[src/rtl/bp_update_scheduler.sv]
// bp_update_scheduler: serialises branch-predictor writes from two execute lanes and BTB clear sweeps onto one update port.
//
// Ports:
//   clock_i, reset_n_i                 clock, asynchronous active-low reset
//   res{0,1}_valid_i/pc_i/tgt_i        resolved control transfer from execute lane 0/1
//   res{0,1}_taken_i/cond_i            taken outcome, conditional-branch flag
//   sweep_req_i                        pulse requesting a full BTB clear sweep
//   update_pc_o, update_tgt_o          registered predictor update address / target
//   last_br_o                          registered taken outcome for the PHT
//   update_pht_o, update_btb_o         registered PHT / BTB write enables
//   stall_o                            hold request: not in RUN or fewer than two free slots
//   busy_o                             sweeping or draining
//   overflow_o                         one-cycle pulse when an eligible result was dropped
//   count_o                            FIFO occupancy
module bp_update_scheduler #(
    parameter int ABITS = 10,
    parameter int DEPTH = 4
) (
    input  logic                       clock_i,
    input  logic                       reset_n_i,
    input  logic                       res0_valid_i,
    input  logic [31:0]                res0_pc_i,
    input  logic [31:0]                res0_tgt_i,
    input  logic                       res0_taken_i,
    input  logic                       res0_cond_i,
    input  logic                       res1_valid_i,
    input  logic [31:0]                res1_pc_i,
    input  logic [31:0]                res1_tgt_i,
    input  logic                       res1_taken_i,
    input  logic                       res1_cond_i,
    input  logic                       sweep_req_i,
    output logic [31:0]                update_pc_o,
    output logic [31:0]                update_tgt_o,
    output logic                       last_br_o,
    output logic                       update_pht_o,
    output logic                       update_btb_o,
    output logic                       stall_o,
    output logic                       busy_o,
    output logic                       overflow_o,
    output logic [$clog2(DEPTH):0]     count_o
);
    localparam int PW = $clog2(DEPTH);
    localparam int CW = PW + 1;

    typedef enum logic [1:0] {SWEEP, RUN, DRAIN} state_t;
    typedef struct packed {
        logic [31:0] pc;
        logic [31:0] tgt;
        logic        taken;
        logic        cond;
    } entry_t;

    state_t           state, state_d;
    logic [ABITS-1:0] idx, idx_d;
    entry_t           mem [DEPTH];
    entry_t           e0, e1, head;
    logic [PW-1:0]    rd_ptr, wr_ptr;
    logic [CW-1:0]    free;
    logic             elig0, elig1, acc0, acc1, pop, drop;
    logic [31:0]      pc_d, tgt_d;
    logic             br_d, pht_d, btb_d;

    assign e0    = {res0_pc_i, res0_tgt_i, res0_taken_i, res0_cond_i};
    assign e1    = {res1_pc_i, res1_tgt_i, res1_taken_i, res1_cond_i};
    assign head  = mem[rd_ptr];
    // Not-taken unconditional results carry no predictor information.
    assign elig0 = res0_valid_i & (res0_cond_i | res0_taken_i);
    assign elig1 = res1_valid_i & (res1_cond_i | res1_taken_i);
    // The FIFO drains in RUN and DRAIN only; the sweep owns the port in SWEEP.
    assign pop   = (state != SWEEP) && (count_o != '0);
    // Free slots counted after this cycle's pop so a full FIFO can still accept one push.
    assign free  = CW'(DEPTH) - count_o + CW'(pop);
    assign acc0  = elig0 && (free != '0);
    assign acc1  = elig1 && (free > CW'(acc0));
    assign drop  = (elig0 & ~acc0) | (elig1 & ~acc1);

    assign busy_o  = (state != RUN);
    assign stall_o = (state != RUN) || ((DEPTH - int'(count_o)) < 2);

    always_ff @(posedge clock_i or negedge reset_n_i) begin
        if (!reset_n_i) begin
            state <= SWEEP;
            idx   <= '0;
        end else begin
            state <= state_d;
            idx   <= idx_d;
        end
    end

    // DRAIN leaves once the entry being popped is the last one (or nothing is left).
    always_comb begin
        state_d = state;
        if (state == SWEEP && idx == '1)
            state_d = RUN;
        else if (state == RUN && sweep_req_i)
            state_d = DRAIN;
        else if (state == DRAIN && count_o <= CW'(1))
            state_d = SWEEP;
        idx_d = (state == SWEEP) ? idx + ABITS'(1) : '0;
    end

    always_comb begin
        pc_d  = (state == SWEEP) ? 32'({idx, 2'b00}) : pop ? head.pc : update_pc_o;
        tgt_d = (state == SWEEP) ? 32'd0 : pop ? head.tgt : update_tgt_o;
        br_d  = (state == SWEEP) ? 1'b0 : pop ? head.taken : last_br_o;
        pht_d = pop & head.cond;
        btb_d = (state == SWEEP) | (pop & head.taken);
    end

    always_ff @(posedge clock_i or negedge reset_n_i) begin
        if (!reset_n_i) begin
            update_pc_o  <= '0;
            update_tgt_o <= '0;
            last_br_o    <= 1'b0;
            update_pht_o <= 1'b0;
            update_btb_o <= 1'b0;
            overflow_o   <= 1'b0;
            count_o      <= '0;
            rd_ptr       <= '0;
            wr_ptr       <= '0;
        end else begin
            update_pc_o  <= pc_d;
            update_tgt_o <= tgt_d;
            last_br_o    <= br_d;
            update_pht_o <= pht_d;
            update_btb_o <= btb_d;
            overflow_o   <= drop;
            count_o      <= count_o + CW'(acc0) + CW'(acc1) - CW'(pop);
            rd_ptr       <= rd_ptr + PW'(pop);
            wr_ptr       <= wr_ptr + PW'(acc0) + PW'(acc1);
        end
    end

    // Lane 1 lands behind lane 0 when both are accepted in the same cycle.
    always_ff @(posedge clock_i) begin
        if (acc0)
            mem[wr_ptr] <= e0;
        if (acc1)
            mem[wr_ptr + PW'(acc0)] <= e1;
    end
endmodule
[config.mk]
export PLATFORM = sky130hd
export DESIGN_NAME = bp_update_scheduler
export DESIGN_NICKNAME = d
export VERILOG_FILES = /design/src/rtl/bp_update_scheduler.sv
export SDC_FILE = /design/constraint.sdc
export NUM_CORES = 1
export LEC_CHECK = 0
export BUFFER_PORTS_ARGS = -buffer_cell sky130_fd_sc_hd__buf_2
export CAP_MARGIN = 5
export CORE_ASPECT_RATIO = 1.75
export CORE_MARGIN = 2
export CORE_UTILIZATION = 36
export CTS_CLUSTER_DIAMETER = 30
export DETAILED_ROUTE_END_ITERATION = 6
export SYNTH_ARGS = -nofsm -noshare
export SYNTH_HDL_FRONTEND = slang
export SYNTH_SLANG_ARGS = --single-unit
[constraint.sdc]
create_clock -name clock_i -period 23.6 [get_ports clock_i]
set_input_delay 2.36 -clock clock_i [delete_from_list [all_inputs] [get_ports clock_i]]
set_output_delay 2.36 -clock clock_i [all_outputs]
set_load 0.05 [all_outputs]
# Word-level counts from Yosys, hierarchy flattened
# Memory sizes are Yosys's and may differ from the RTL's.
# Index checks and enable logic that the tools add are counted.
# Widths: inputs -> output; s select.
# word_totals
word_cells,68
reg_bits,87
ram_bits,264
n_memories,1
# op_classes
bitwise_logic,12
n_eq_ne,4
add_sub_neg,10
order_cmp,3
muxes,14
reduce_logical,13
# mem_list
name,depth,width,rd,rd_clocked_by_memory_dff,write_ports,line_no,text
mem,4,66,1,0,2,55,entry_t mem [DEPTH];
# ops
op,count
$mux 32,4
$add 10x1->10 const B,1
$eq 10x10->1 const B,1
$mux 10,1
$add 3x1->3,3
$reduce_bool 3->1,3
$add 2x1->2,3
$and 1x1->1,6
$logic_and 1x1->1,6
$mux 1,6
$mux 2,3
$lt 4x3->1 const B,1
$or 1x1->1,4
$reduce_bool 2->1,2
$sub 3x3->4 const A,1
$gt 3x1->1,1
$le 3x1->1 const B,1
$sub 3x1->3,1
$sub 3x3->3 const A,1
$eq 2x1->1 const B,1
$eq 2x2->1 const B,1
$logic_not 2->1,1
$ne 2x1->1 const B,1
$not 1->1,2
$logic_or 1x1->1,1

# Logic depth before layout (Yosys ltp)
# logic_depth
ltp_word,10
mapped_depth,19

# Worst setup path after synthesis
# OpenSTA, ideal clock, no wires.
# synth_path
path_kind,input to register
startpoint,input port res0_taken_i
endpoint,memory mem[0][0] (netlist bit) (enable)
setup_ps,588
n_path_buf,0
arrival_ps,7738
required_time_ps,23012
setup_slack_ps,15275
stages,4
path_cell_list,o21ai_0 > a21oi_1 > inv_1 > o31ai_1
# synth_rtl
item,line_no,text
from (decl),24,"input logic res0_taken_i,"
to (decl),55,

==> metrics <==
status complete, no violations; drt wl/cell 23.30 µm; crit path max fanout between 60 and 70; ANT nets after route 0; CTS buffer count between 50 and 60; Resized cells post-CTS 0; max-slew violation count 0; commonest cells after routing, fill and taps aside 264 x edfxtp_1, 235 x mux2_2, 208 x buf_2, 134 x nand2_1, 85 x dfrtp_1; CTS clk-pin slew, worst paths about 0.050 ns; mux cell area share after synthesis approximately 28%; Hold Path Class register to register; dominant cells by area after synthesis edfxtp_1 48%, mux2_2 16%, dfrtp_1 13%; Total GRT Usage between 10% and 20%; RR Endpoint mem[2][41]; Mapped Avg Cell Area 15.79 µm²; Chip Width 166.0 µm; cell taking the most area after synthesis edfxtp_1; Tcrit/Tclk final 24.96%; compound-cell area share of the yosys netlist 0.9310%; clock power share 27.3%; simple-gate share of the synthesized area just over 6%; Max Cap Viol 0; hold buffer count at cts 0; post-synth cell types 39; Via-to-Cell Ratio 5.211; post-synthesis register bit count 351; Mapped Nets 1200; leakage 7.799 nW; Remaining Overflow, GRT 0; largest net degree at the start of global routing 76; crit start category register; Core Box Area 45230 µm²; clk sinks 351; Switching Fraction 37.75%; fin util 44.60%; worst setup path startpoint count_o[1]; peak supply drop 0.00009176 V; vias after detailed routing 9874; unrepaired setup endpoints after global routing no; RD Place Congestion roughly 0.76; die area 47710 µm²; DRC 0; clock buffer depth 3; post-DP HPWL 26130 µm; R2R Path Start count_o[1]; share of the synthesized area in the top cell type 47.96%; Worst Path Arrival 6.09 ns; die height 287.5 µm; critical path type register to register; first-pass GRT wire length slightly below 70000 µm; Final Hold Vio Count 0; IO buf count 209; TritonRoute pass-1 iters 4; Final nets 1418; worst endpoint required time 23.80 ns; initial antenna violation count 7; post-synthesis cell count 1047; Post-Synth XOR/XNOR Area less than 1%; Mapped Area 16530 µm²; Setup Buffers After CTS 0; CP Capture Point mem[2][41]; drt first-iter violations 485; Int Power 0.001920 W; fill count 4064; Period minus WS final 5.890 ns; pwr/cell area 152.9 nW/µm²; clk_skew 0.02499 ns; Setup TNS 0 ns; sequential-to-total area share from yosys stat roughly three fifths; number of global-route vias before repair about 11000; I/O pins 210; P_sw about 0.0012 W; Rel. slew slack 30.19%; largest family of logic cells by synthesized area multiplexers; root buffer cell clkbuf_16; Setup crit end kind register; Yosys warnings 0; row count 103; R2R setup slack 17.71 ns; Synth Area in Adders 1.302%; Max Fclk ~170 MHz; worst reg2reg path depth 18; Reg power frac 35.1%; Routed WL 44150 µm; commonest non-fill, non-tap cell in the layout edfxtp_1; area grow syn2layout 22.04%; combinational fraction of design power 37.5%; H-tree depth 2; share of cells above drive strength 1 51.22%; Starting Density 36.54%; Slew @ Worst Pin ~1.0 ns; clock latency on the worst-skew pair around 0.6 ns; CTS tree done; Setup Viol. Count Final 0
## Yosys cell counts, drive strengths merged
library cell,instances
clkbuf,28
nand3b,1
buf,39
or2,1
a22oi,1
fa,2
ha,14
o21ba,1
and2,2
nor2,9
a21oi,6
xor2,4
nand2b,3
mux2i,1
and3,1
nand3,75
o21bai,1
o41ai,1
mux2,264
a211o,1
xnor2,7
mux4,66
nor3,3
nand2,134
o31ai,2
a31o,2
nor3b,1
edfxtp,264
o21ai,7
o22ai,1
inv,14
dfrtp,87
o211ai,1
or3,3
## cell type report
cell class	instances	area [µm²]	area share [%]
Timing Repair Buffer	226	1176	5.830
Clock inverter	45	490.5	2.431
Tap cell	577	721.9	3.579
Multi-Input combinational cell	615	6130	30.39
Clock buffer	63	1479	7.331
Sequential cell	351	10110	50.13
Antenna cell	4	10.01	0.04962
Inverter	14	53.80	0.2667
## sequential cells by signal (all words and copies together), names as in the netlist
| signal | cells |
|---|---|
| update_pht_o | 1 |
| update_tgt_o | 32 |
| idx | 10 |
| overflow_o | 1 |
| rd_ptr | 2 |
| update_btb_o | 1 |
| state | 2 |
| count_o | 3 |
| wr_ptr | 2 |
| last_br_o | 1 |
| mem | 264 |
| update_pc_o | 32 |
## logic make-up after synthesis
kind of cell,Yosys count
compound gates,24
xor+xnor,11
fa+ha+maj,16
buf+inv,81
flops,351
mux,331
simple gates,233
## how the worst min path moves through the flow
stage	start	end	slack (ns)	cells past startpoint
2_1_floorplan	idx[0]	idx[0]	0.45	1
3_3_place_gp	update_tgt_o[11]	update_tgt_o[11]	0.49	2
3_5_place_dp	update_tgt_o[8]	update_tgt_o[8]	0.49	2
4_1_cts	update_pc_o[23]	update_pc_o[23]	0.51	2
5_1_grt	update_tgt_o[26]	update_tgt_o[26]	0.53	2
6_report	update_pc_o[14]	update_pc_o[14]	0.50	2
## layer usage
layer,track usage (%),part of all wire [%]
met5,0,0.075
met3,3.478,5.1
met4,7.239,3.2
met2,34.06,53
met1,21.31,39
## through the flow
| stage | hold WS [ns] | instance area [µm²] | total power (W) | std cells | setup slack (ns) |
|---|---|---|---|---|---|
| after floorplan | 0.4457 | 16530 | 0.001934 | 1047 | 15.27 |
| after detailed placement | 0.4881 | 18190 | 0.002282 | 1783 | 17.55 |
| after global routing | 0.5290 | 20170 | 0.003242 | 1895 | 17.24 |
| after global placement | 0.4883 | 18190 | 0.002261 | 1783 | 17.59 |
| final | 0.5011 | 20170 | 0.003084 | 1895 | 17.71 |
| after CTS | 0.5065 | 20160 | 0.003133 | 1891 | 17.58 |
## power groups by stage
| stage | clock (W) | sequential (W) | combinational, W |
|---|---|---|---|
| 3_5_place_dp | 0 | 0.00110 | 0.00118 |
| 6_report | 0.000843 | 0.00108 | 0.00116 |
| 5_1_grt | 0.000883 | 0.00111 | 0.00125 |
| 4_1_cts | 0.000859 | 0.00109 | 0.00118 |
| 3_3_place_gp | 0 | 0.00109 | 0.00117 |
| 2_1_floorplan | 0 | 0.00128 | 0.000650 |
## worst max-delay path: stages, from the launching register on
cell and delay (ns):
dfrtp_1 0.36, inv_1 0.22, ha_1 0.25, ha_4 0.76, nand2b_1 0.25, ha_1 0.16
inv_1 0.04, ha_1 0.18, xor2_1 0.21, nor2_1 0.09, a21oi_1 0.44, ha_1 0.33
o21bai_1 0.12, o21ba_2 0.19, inv_2 0.08, or3_4 0.60, o31ai_4 0.12, buf_4 0.43
buf_4 0.60
No activity file was read; power rests on OpenSTA's default activity.
